### config.mk
export PLATFORM = sky130hd
export DESIGN_NAME = trivium_stream
export DESIGN_NICKNAME = d
export VERILOG_FILES = /design/src/rtl/trivium_pkg.sv /design/src/rtl/trivium_step.sv /design/src/rtl/trivium_stream.sv
export SDC_FILE = /design/constraint.sdc
export NUM_CORES = 1
export LEC_CHECK = 0
export BUFFER_PORTS_ARGS = -buffer_cell sky130_fd_sc_hd__buf_4
export CORE_ASPECT_RATIO = 1.5
export CORE_UTILIZATION = 40
export CTS_CLUSTER_SIZE = 20
export DETAILED_ROUTE_END_ITERATION = 8
export GPL_TIMING_DRIVEN = 0
export SYNTH_ARGS = -nofsm -noshare
export SYNTH_HDL_FRONTEND = slang
export SYNTH_SLANG_ARGS = --single-unit
export TNS_END_PERCENT = 100
### constraint.sdc
create_clock -name clk -period 2.3 [get_ports clk]
set_input_delay 0.46 -clock clk [delete_from_list [all_inputs] [get_ports clk]]
set_output_delay 0.46 -clock clk [all_outputs]
set_load 0.01 [all_outputs]
### src/rtl/trivium_pkg.sv
`default_nettype none
// +----------------------------------------------------------------------------+
// | trivium_pkg                                                                |
// | Shared widths, FSM encoding, tap positions and load helper for Trivium.    |
// | Revision: 1.0                                                              |
// +----------------------------------------------------------------------------+
package trivium_pkg;

  localparam int STATE_W             = 288;
  localparam int KEY_W               = 80;
  localparam int IV_W                = 80;
  localparam int INIT_ROUNDS_DEFAULT = 1152;

  typedef enum logic [1:0] {
    ST_IDLE = 2'd0,
    ST_INIT = 2'd1,
    ST_RUN  = 2'd2
  } state_t;

  // Tap positions, zero-based: c_sN addresses cipher bit s(N).
  localparam int c_s66  = 65;
  localparam int c_s69  = 68;
  localparam int c_s91  = 90;
  localparam int c_s92  = 91;
  localparam int c_s93  = 92;
  localparam int c_s162 = 161;
  localparam int c_s171 = 170;
  localparam int c_s175 = 174;
  localparam int c_s176 = 175;
  localparam int c_s177 = 176;
  localparam int c_s243 = 242;
  localparam int c_s264 = 263;
  localparam int c_s286 = 285;
  localparam int c_s287 = 286;
  localparam int c_s288 = 287;

  localparam int c_IV_BASE   = 93;
  localparam int c_ONES_BASE = 285;

  function automatic logic [STATE_W-1:0] load_state(input logic [KEY_W-1:0] key,
                                                    input logic [IV_W-1:0]  iv);
    logic [STATE_W-1:0] s;
    s                       = '0;
    s[KEY_W-1:0]            = key;
    s[c_IV_BASE +: IV_W]    = iv;
    s[c_ONES_BASE +: 3]     = 3'b111;
    return s;
  endfunction

endpackage
`default_nettype wire

### src/rtl/trivium_step.sv
`default_nettype none
// +----------------------------------------------------------------------------+
// | trivium_step                                                               |
// | One combinational Trivium step: next 288-bit state plus one keystream bit.|
// | Revision: 1.0                                                              |
// +----------------------------------------------------------------------------+
module trivium_step
  import trivium_pkg::*;
(
  input  logic [STATE_W-1:0] i_state,
  output logic [STATE_W-1:0] o_state,
  output logic               o_z
);

  logic w_t1;
  logic w_t2;
  logic w_t3;
  logic w_f1;
  logic w_f2;
  logic w_f3;

  always_comb begin
    w_t1 = i_state[c_s66]  ^ i_state[c_s93];
    w_t2 = i_state[c_s162] ^ i_state[c_s177];
    w_t3 = i_state[c_s243] ^ i_state[c_s288];
    o_z  = w_t1 ^ w_t2 ^ w_t3;

    w_f1 = w_t1 ^ (i_state[c_s91]  & i_state[c_s92])  ^ i_state[c_s171];
    w_f2 = w_t2 ^ (i_state[c_s175] & i_state[c_s176]) ^ i_state[c_s264];
    w_f3 = w_t3 ^ (i_state[c_s286] & i_state[c_s287]) ^ i_state[c_s69];

    // Three registers shift toward higher indices; each head takes the feedback of another.
    o_state = {i_state[286:177], w_f2,
               i_state[175:93],  w_f1,
               i_state[91:0],    w_f3};
  end

endmodule
`default_nettype wire

### src/rtl/trivium_stream.sv
`default_nettype none
// +----------------------------------------------------------------------------+
// | trivium_stream                                                             |
// | Trivium keystream generator, W bits per cycle, load / warm-up / run FSM.   |
// | Revision: 1.0                                                              |
// +----------------------------------------------------------------------------+
module trivium_stream
  import trivium_pkg::*;
#(
  parameter int W           = 1,
  parameter int INIT_ROUNDS = INIT_ROUNDS_DEFAULT
) (
  input  logic             clk,
  input  logic             rst,
  input  logic [KEY_W-1:0] key_i,
  input  logic [IV_W-1:0]  iv_i,
  input  logic             load_valid_i,
  output logic             load_ready_o,
  output logic [W-1:0]     ks_data_o,
  output logic             ks_valid_o,
  input  logic             ks_ready_i,
  output logic             busy_o
);

  localparam int c_INIT_CYCLES = INIT_ROUNDS / W;
  localparam int c_CNT_W       = $clog2(c_INIT_CYCLES + 1);
  localparam logic [c_CNT_W-1:0] c_CNT_LAST = c_CNT_W'(c_INIT_CYCLES - 1);

  state_t             r_fsm;
  state_t             w_fsm_next;
  logic [STATE_W-1:0] r_state;
  logic [c_CNT_W-1:0] r_cnt;
  logic               w_load;
  logic               w_advance;
  logic [STATE_W-1:0] w_chain [W+1];
  logic [W-1:0]       w_z;

  assign w_chain[0] = r_state;

  // Bit j of the output word comes from the j-th step of the chain.
  for (genvar g = 0; g < W; g++) begin : g_step
    trivium_step u_step (
      .i_state (w_chain[g]),
      .o_state (w_chain[g+1]),
      .o_z     (w_z[g])
    );
  end

  assign ks_data_o = w_z;

  always_comb begin
    w_fsm_next   = r_fsm;
    w_load       = 1'b0;
    w_advance    = 1'b0;
    load_ready_o = 1'b0;
    ks_valid_o   = 1'b0;
    busy_o       = 1'b0;
    case (r_fsm)
      ST_IDLE: begin
        load_ready_o = 1'b1;
        if (load_valid_i) begin
          w_load     = 1'b1;
          w_fsm_next = ST_INIT;
        end
      end
      ST_INIT: begin
        busy_o    = 1'b1;
        w_advance = 1'b1;
        if (r_cnt == c_CNT_LAST) begin
          w_fsm_next = ST_RUN;
        end
      end
      ST_RUN: begin
        load_ready_o = 1'b1;
        ks_valid_o   = 1'b1;
        // A load outranks the advance; a coincident handshake still delivers the word.
        if (load_valid_i) begin
          w_load     = 1'b1;
          w_fsm_next = ST_INIT;
        end else if (ks_ready_i) begin
          w_advance = 1'b1;
        end
      end
      default: begin
        w_fsm_next = ST_IDLE;
      end
    endcase
  end

  always_ff @(posedge clk) begin
    if (rst) begin
      r_fsm <= ST_IDLE;
    end else begin
      r_fsm <= w_fsm_next;
    end
  end

  always_ff @(posedge clk) begin
    if (rst) begin
      r_state <= '0;
    end else if (w_load) begin
      r_state <= load_state(key_i, iv_i);
    end else if (w_advance) begin
      r_state <= w_chain[W];
    end
  end

  // Counts warm-up cycles; the last increment lands on c_INIT_CYCLES, which fits the width.
  always_ff @(posedge clk) begin
    if (rst || w_load) begin
      r_cnt <= '0;
    end else if (r_fsm == ST_INIT) begin
      r_cnt <= r_cnt + 1'b1;
    end
  end

endmodule
`default_nettype wire

Word level (Yosys, flattened, before mapping)
Cells that the tools add are included.
{ "totals": {"regBits": 301, "latch_bits": 0, "ramBits": 0, "romBits": 0, "input_bits": 164, "output_inout_bits": 4, "wordCells": 43, "mem_count": 0} }
{ "op_classes": {"n_addsub": 1, "n_mul": 0, "div_mod_pow": 0, "order_cmp": 0, "n_eq_ne": 5, "shift": 0, "mux": 13, "n_bitwise": 14, "n_reduce_logical": 6} }
{ "op_table": {"columns": ["op", "count"], "rows": [
  ["$mux 288", 2],
  ["$add 11x1->11 const B", 1],
  ["$eq 11x11->1 const B", 1],
  ["$xor 1x1->1", 11],
  ["$mux 1", 7],
  ["$mux 2", 2],
  ["$pmux 2 s2", 1],
  ["$reduce_or 2->1", 2],
  ["$and 1x1->1", 3],
  ["$eq 2x1->1 const B", 1],
  ["$eq 2x2->1 const B", 1],
  ["$logic_not 2->1", 1],
  ["$ne 2x1->1 const B", 1],
  ["$ne 2x2->1 const B", 1],
  ["$pmux 1 s2", 1],
  ["$reduce_and 2->1", 1],
  ["$reduce_bool 2->1", 1],
  ["$logic_or 1x1->1", 1]
]} }

Depth between registers and ports, before layout
{ "depth": {"ltp_word": 5, "depth_mapped": 9, "mapped_depth_nobuf": 6} }

Modules after synthesis
A second synthesis with hierarchy kept.
{ "unflattened": {"cells_unflattened": 1813, "area_unflattened_um2": 13954.6} }
{ "modules_own_cells": {"columns": ["module", "instances", "cells_each", "area_per_inst_um2", "seq_area_each_um2"], "rows": [
  ["trivium_stream", 1, 1515, 11646.2, 6025.8],
  ["trivium_step", 1, 298, 2308.5, 0.0]
]} }

Least setup slack after synthesis
No wires, ideal clock.
{ "synth_path": {"path_kind": "register -> register", "startpoint": "register r_fsm[0]", "endpoint": "register r_state[100]", "arrival_time_ns": 1.705, "t_required_ns": 2.163, "slack_ns": 0.458, "stages_incl_launch_ff": 10, "path_buffers": 3, "path_cell_list": "dfxtp_1 inv_1 ha_1 and3b_1 o21a_1 buf_4 buf_4 buf_2 nand2_1 a31oi_1"} }
{ "synth_via": {"elab_chain_cells": 4} }
{ "synth_lines": {"columns": ["item", "line", "rtl"], "rows": [
  ["start: declaration", "trivium_stream.sv:29", "state_t r_fsm;"],
  ["start signal: assignment", "trivium_stream.sv:94", "r_fsm <= w_fsm_next;"],
  ["$eq 2x2->1 / $logic_not 2->1 (equally long branches)", "trivium_stream.sv:58", "case (r_fsm)"],
  ["$reduce_or 2->1 (no line)", null, null],
  ["$mux 1", null, null],
  ["$mux 288 / $reduce_bool 2->1 (equally long branches)", null, null],
  ["end signal: assignment", "trivium_stream.sv:102", "r_state <= load_state(key_i, iv_i);"],
  ["end signal: assignment", "trivium_stream.sv:104", "r_state <= w_chain[W];"],
  ["end: declaration", "trivium_stream.sv:31", "logic [STATE_W-1:0] r_state;"]
]} }
Several ways; a longest one is shown, not always the timed one.
A chain may end at the register's enable or synchronous reset.

Worst setup path in the final report
{ "layout_path": {"startpoint": "register r_state[65]", "endpoint": "output port ks_data_o"} }
{ "layout_via": {"elab_chain_cells": 3} }
{ "layout_lines": {"columns": ["item", "line", "rtl"], "rows": [
  ["$xor 1x1->1", "trivium_step.sv:23", "w_t1 = i_state[c_s66] ^ i_state[c_s93];"],
  ["$xor 1x1->1 (2 in series)", "trivium_step.sv:26", "o_z = w_t1 ^ w_t2 ^ w_t3;"],
  ["end: declaration", "trivium_stream.sv:19", "output logic [W-1:0] ks_data_o,"]
]} }
Every way passes these cells.

==> impl_metrics.tcl <==
set metrics [dict create \
    slew_violations 0 \
    initial_utilization 0.408 \
    worstSetupStartpointType "flop" \
    grt_pass1_vias 10361 \
    number_of_cts_inserted_buffers 30 \
    postSynthAreaPerCell_um2 7.70 \
    power.share.switching 0.268 \
    cts_tree "yes" \
    timing.final.hold_violations 0 \
    dpl.cell_count 2085 \
    clk_latency_ns 0.55 \
    viasPerCell 5.04 \
    power.leakage_nw 5.31 \
    num-nets-final 1901 \
    detailed_place_hpwl_um 20600 \
    htreeDepth 1 \
    grt_first_pass_wirelength_um 48600 \
    power.sequential.fraction 0.446 \
    clock-sinks 301 \
    synth_seq_area_share 0.512 \
    fill_cells 2833 \
    timing.setup.critical_path_class "reg -> out" \
    critical_path_cell_by_cell "xnor2_2 -> xnor2_1 -> xnor2_1 -> buf_4" \
    placeable_core_area_mm2 0.0288 \
    critPathSlowestCell "dfxtp_1" \
    synth_seq_cells 301 \
    cap_violations 0 \
    gp_routability_congestion 0.802 \
    yosysWarnings 0 \
    cts_hold_repair.buffers 0 \
    remaining_design_rule_violation_count 0 \
    setup_viol 0 \
    crit_top_cell "xnor2_1" \
    yosys.cell_types.count 30 \
    netlist_instances 1528 \
    critPathRequiredTime_ns 1.84 \
    rsz0062_at_grt "no" \
    die_y_um 212 \
    timing.critical_path.slowest_cell_delay_ns 0.37 \
    worstHoldPathType "in -> reg" \
    synth_ff_type "dfxtp_1" \
    final.min_clock_period_ns 2.18 \
    p_switching_mw 3.57 \
    die_area_mm2 0.0301 \
    max-vdd-ir-drop_mv 0.702 \
    maxClockFrequency_mhz 459 \
    fin_cells 2144 \
    power_report.internal_total_mw 9.73 \
    path_max_fanout 3 \
    share_of_the_clock_period_used_by_the_worst_path 0.946 \
    area_growth_pct 25.0 \
    total_via_count_in_the_routed_design 10816 \
    worst_clock_skew_ns 0.00985 \
    ctsRootBufferMaster "clkbuf_16" \
    drt.antenna.violating_nets 0 \
    critical_path_arrival_ns 1.72 \
    clock_network_power_share 0.399 \
    clk_transition_reported_paths_ns 0.06 \
    globalRoute.totalOverflow 0 \
    power.share.combinational 0.155 \
    synth-async-reset-ratio 0 \
    synth_enable_flop_cells 0 \
    avgRoutedWirePerCell_um 13.6 \
    power_density_mw_per_mm2 905 \
    slew_headroom 0.505 \
    outcome "completed" \
    type_of_destination_of_the_critical_path "primary output" \
    die_width_um 142 \
    tightest_slew_ns 0.742 \
    share_of_cells_above_drive_strength_1 0.169 \
    postRouteWirelength_um 29100 \
    detail_route.first_pass.iterations 4 \
    gr-usage-all-layers 0.195 \
    maximum_number_of_pins_on_one_net_before_global_route_repair 15 \
    setup_ws_ns 0.123 \
    num_rows 76 \
    post-route-util 0.510 \
    grt_antenna_before_repair 1 \
    synth.cell_area_mm2 0.0118 \
    io_pins 168 \
    drt-initial-drc-count 470 \
    synthesis.nets 1698 \
    cts-root-to-sink-buffers 3 \
    io_buffer_count 167 \
    dp_worst_setup_slack_ns -0.408 \
]
## metal layers
metal	vias up	part of all wire	GRT usage
met5	-	0	0
met4	0	0.022	0.0638
met3	40	0.063	0.0446
met2	210	0.49	0.339
met1	5012	0.43	0.236
li1	5554	-	-
## registers in the layout (all words and copies together) (netlist names)
register  count
r_state     288
r_cnt        11
r_fsm         2
## logic make-up (layout without fill, tap and decap cells)
kind of cell               Yosys count  after routing  share of synthesized area
and+or+nand+nor                    607            607                      0.198
AOI/OAI and AO/OA                  455            455                      0.214
DFF                                301            301                      0.512
buffers and inverters              136            361                     0.0523
xor gates and xnor gates            21             21                     0.0156
adders and majority gates            6              6                    0.00638
muxes                                2              2                    0.00170
other                                0              1                          0
## synth_stat cells (all sizes together), types with 2 or more instances
library cell  number  area share
dfxtp            301        0.51
inv                5      0.0016
clkbuf            68       0.022
nand2            579        0.18
and3               4      0.0021
xnor2             11      0.0082
a31oi            161       0.086
a21oi            124       0.053
o21a               2      0.0013
nor2              13      0.0041
a41oi              2      0.0015
xor2              10      0.0074
ha                 6      0.0064
nand4              3      0.0016
buf               63       0.029
and4               3      0.0022
mux2i              2      0.0017
nand3              2     0.00085
o21ai            163       0.071
## per-stage QoR
stage	setup TNS, ns	area (µm²)	total power [mW]	hold slack [ns]
after floorplan	0	11800	7.30	0.432
after global placement	-40.16	13500	8.03	0.436
after detailed placement	-43.89	13500	8.06	0.442
after CTS	0	14600	13.4	0.0846
after global routing	0	14700	14.0	0.0985
final	0	14700	13.3	0.106
## area by class of cell
class	count	area, µm²	share of cell area
timing repair buffer	171	1310	0.0890
clock inverter	11	188	0.0128
tap	390	488	0.0332
multi-input combinational	1091	5150	0.350
buffer	131	617	0.0420
antenna	1	2.50	0.000170
inverter	5	18.8	0.00128
sequential	301	6030	0.410
clock buffer	43	901	0.0613
## cells in the final DEF, fill, tap and decap left out, types with 8 or more instances in the layout
cell / instances
clkbuf_16: 31
clkbuf_1: 65
a31oi_1: 161
o21ai_0: 161
xnor2_1: 9
dfxtp_1: 301
nand2_1: 578
a21oi_1: 124
xor2_1: 10
clkbuf_2: 8
nor2_1: 13
buf_2: 47
clkbuf_8: 8
buf_4: 180
## worst max-delay path, delay by kind of cell (launching register included)
family                 cells  cell delay, ns
flip-flops                 1            0.37
buffers and inverters      1            0.18
XOR/XNOR                   3            0.63
## what timing repair did
item,CTS,global route
cloned,0,0
setup buffers,0,4
pin swaps,0,2
setup endpoints to repair,286,290
resized for setup,7,14
## power groups by stage
stage	combinational, mW	sequential, mW	clock [mW]
2_1_floorplan	1.34	5.97	0
3_3_place_gp	2.00	6.02	0
3_5_place_dp	2.03	6.03	0
4_1_cts	2.05	5.92	5.42
5_1_grt	2.33	5.98	5.64
6_report	2.07	5.93	5.31
## final timing paths
kind / end / cells after the start / slack, ns / start
hold reg to reg: r_state[279] / 2 / 0.45 / r_state[278]
hold / removal: r_state[286] / 2 / 0.11 / rst
setup / recovery: ks_data_o / 4 / 0.12 / r_state[65]
setup reg to reg: r_state[109] / 9 / 0.18 / r_fsm[0]
Power figures use the tool's default switching activity.
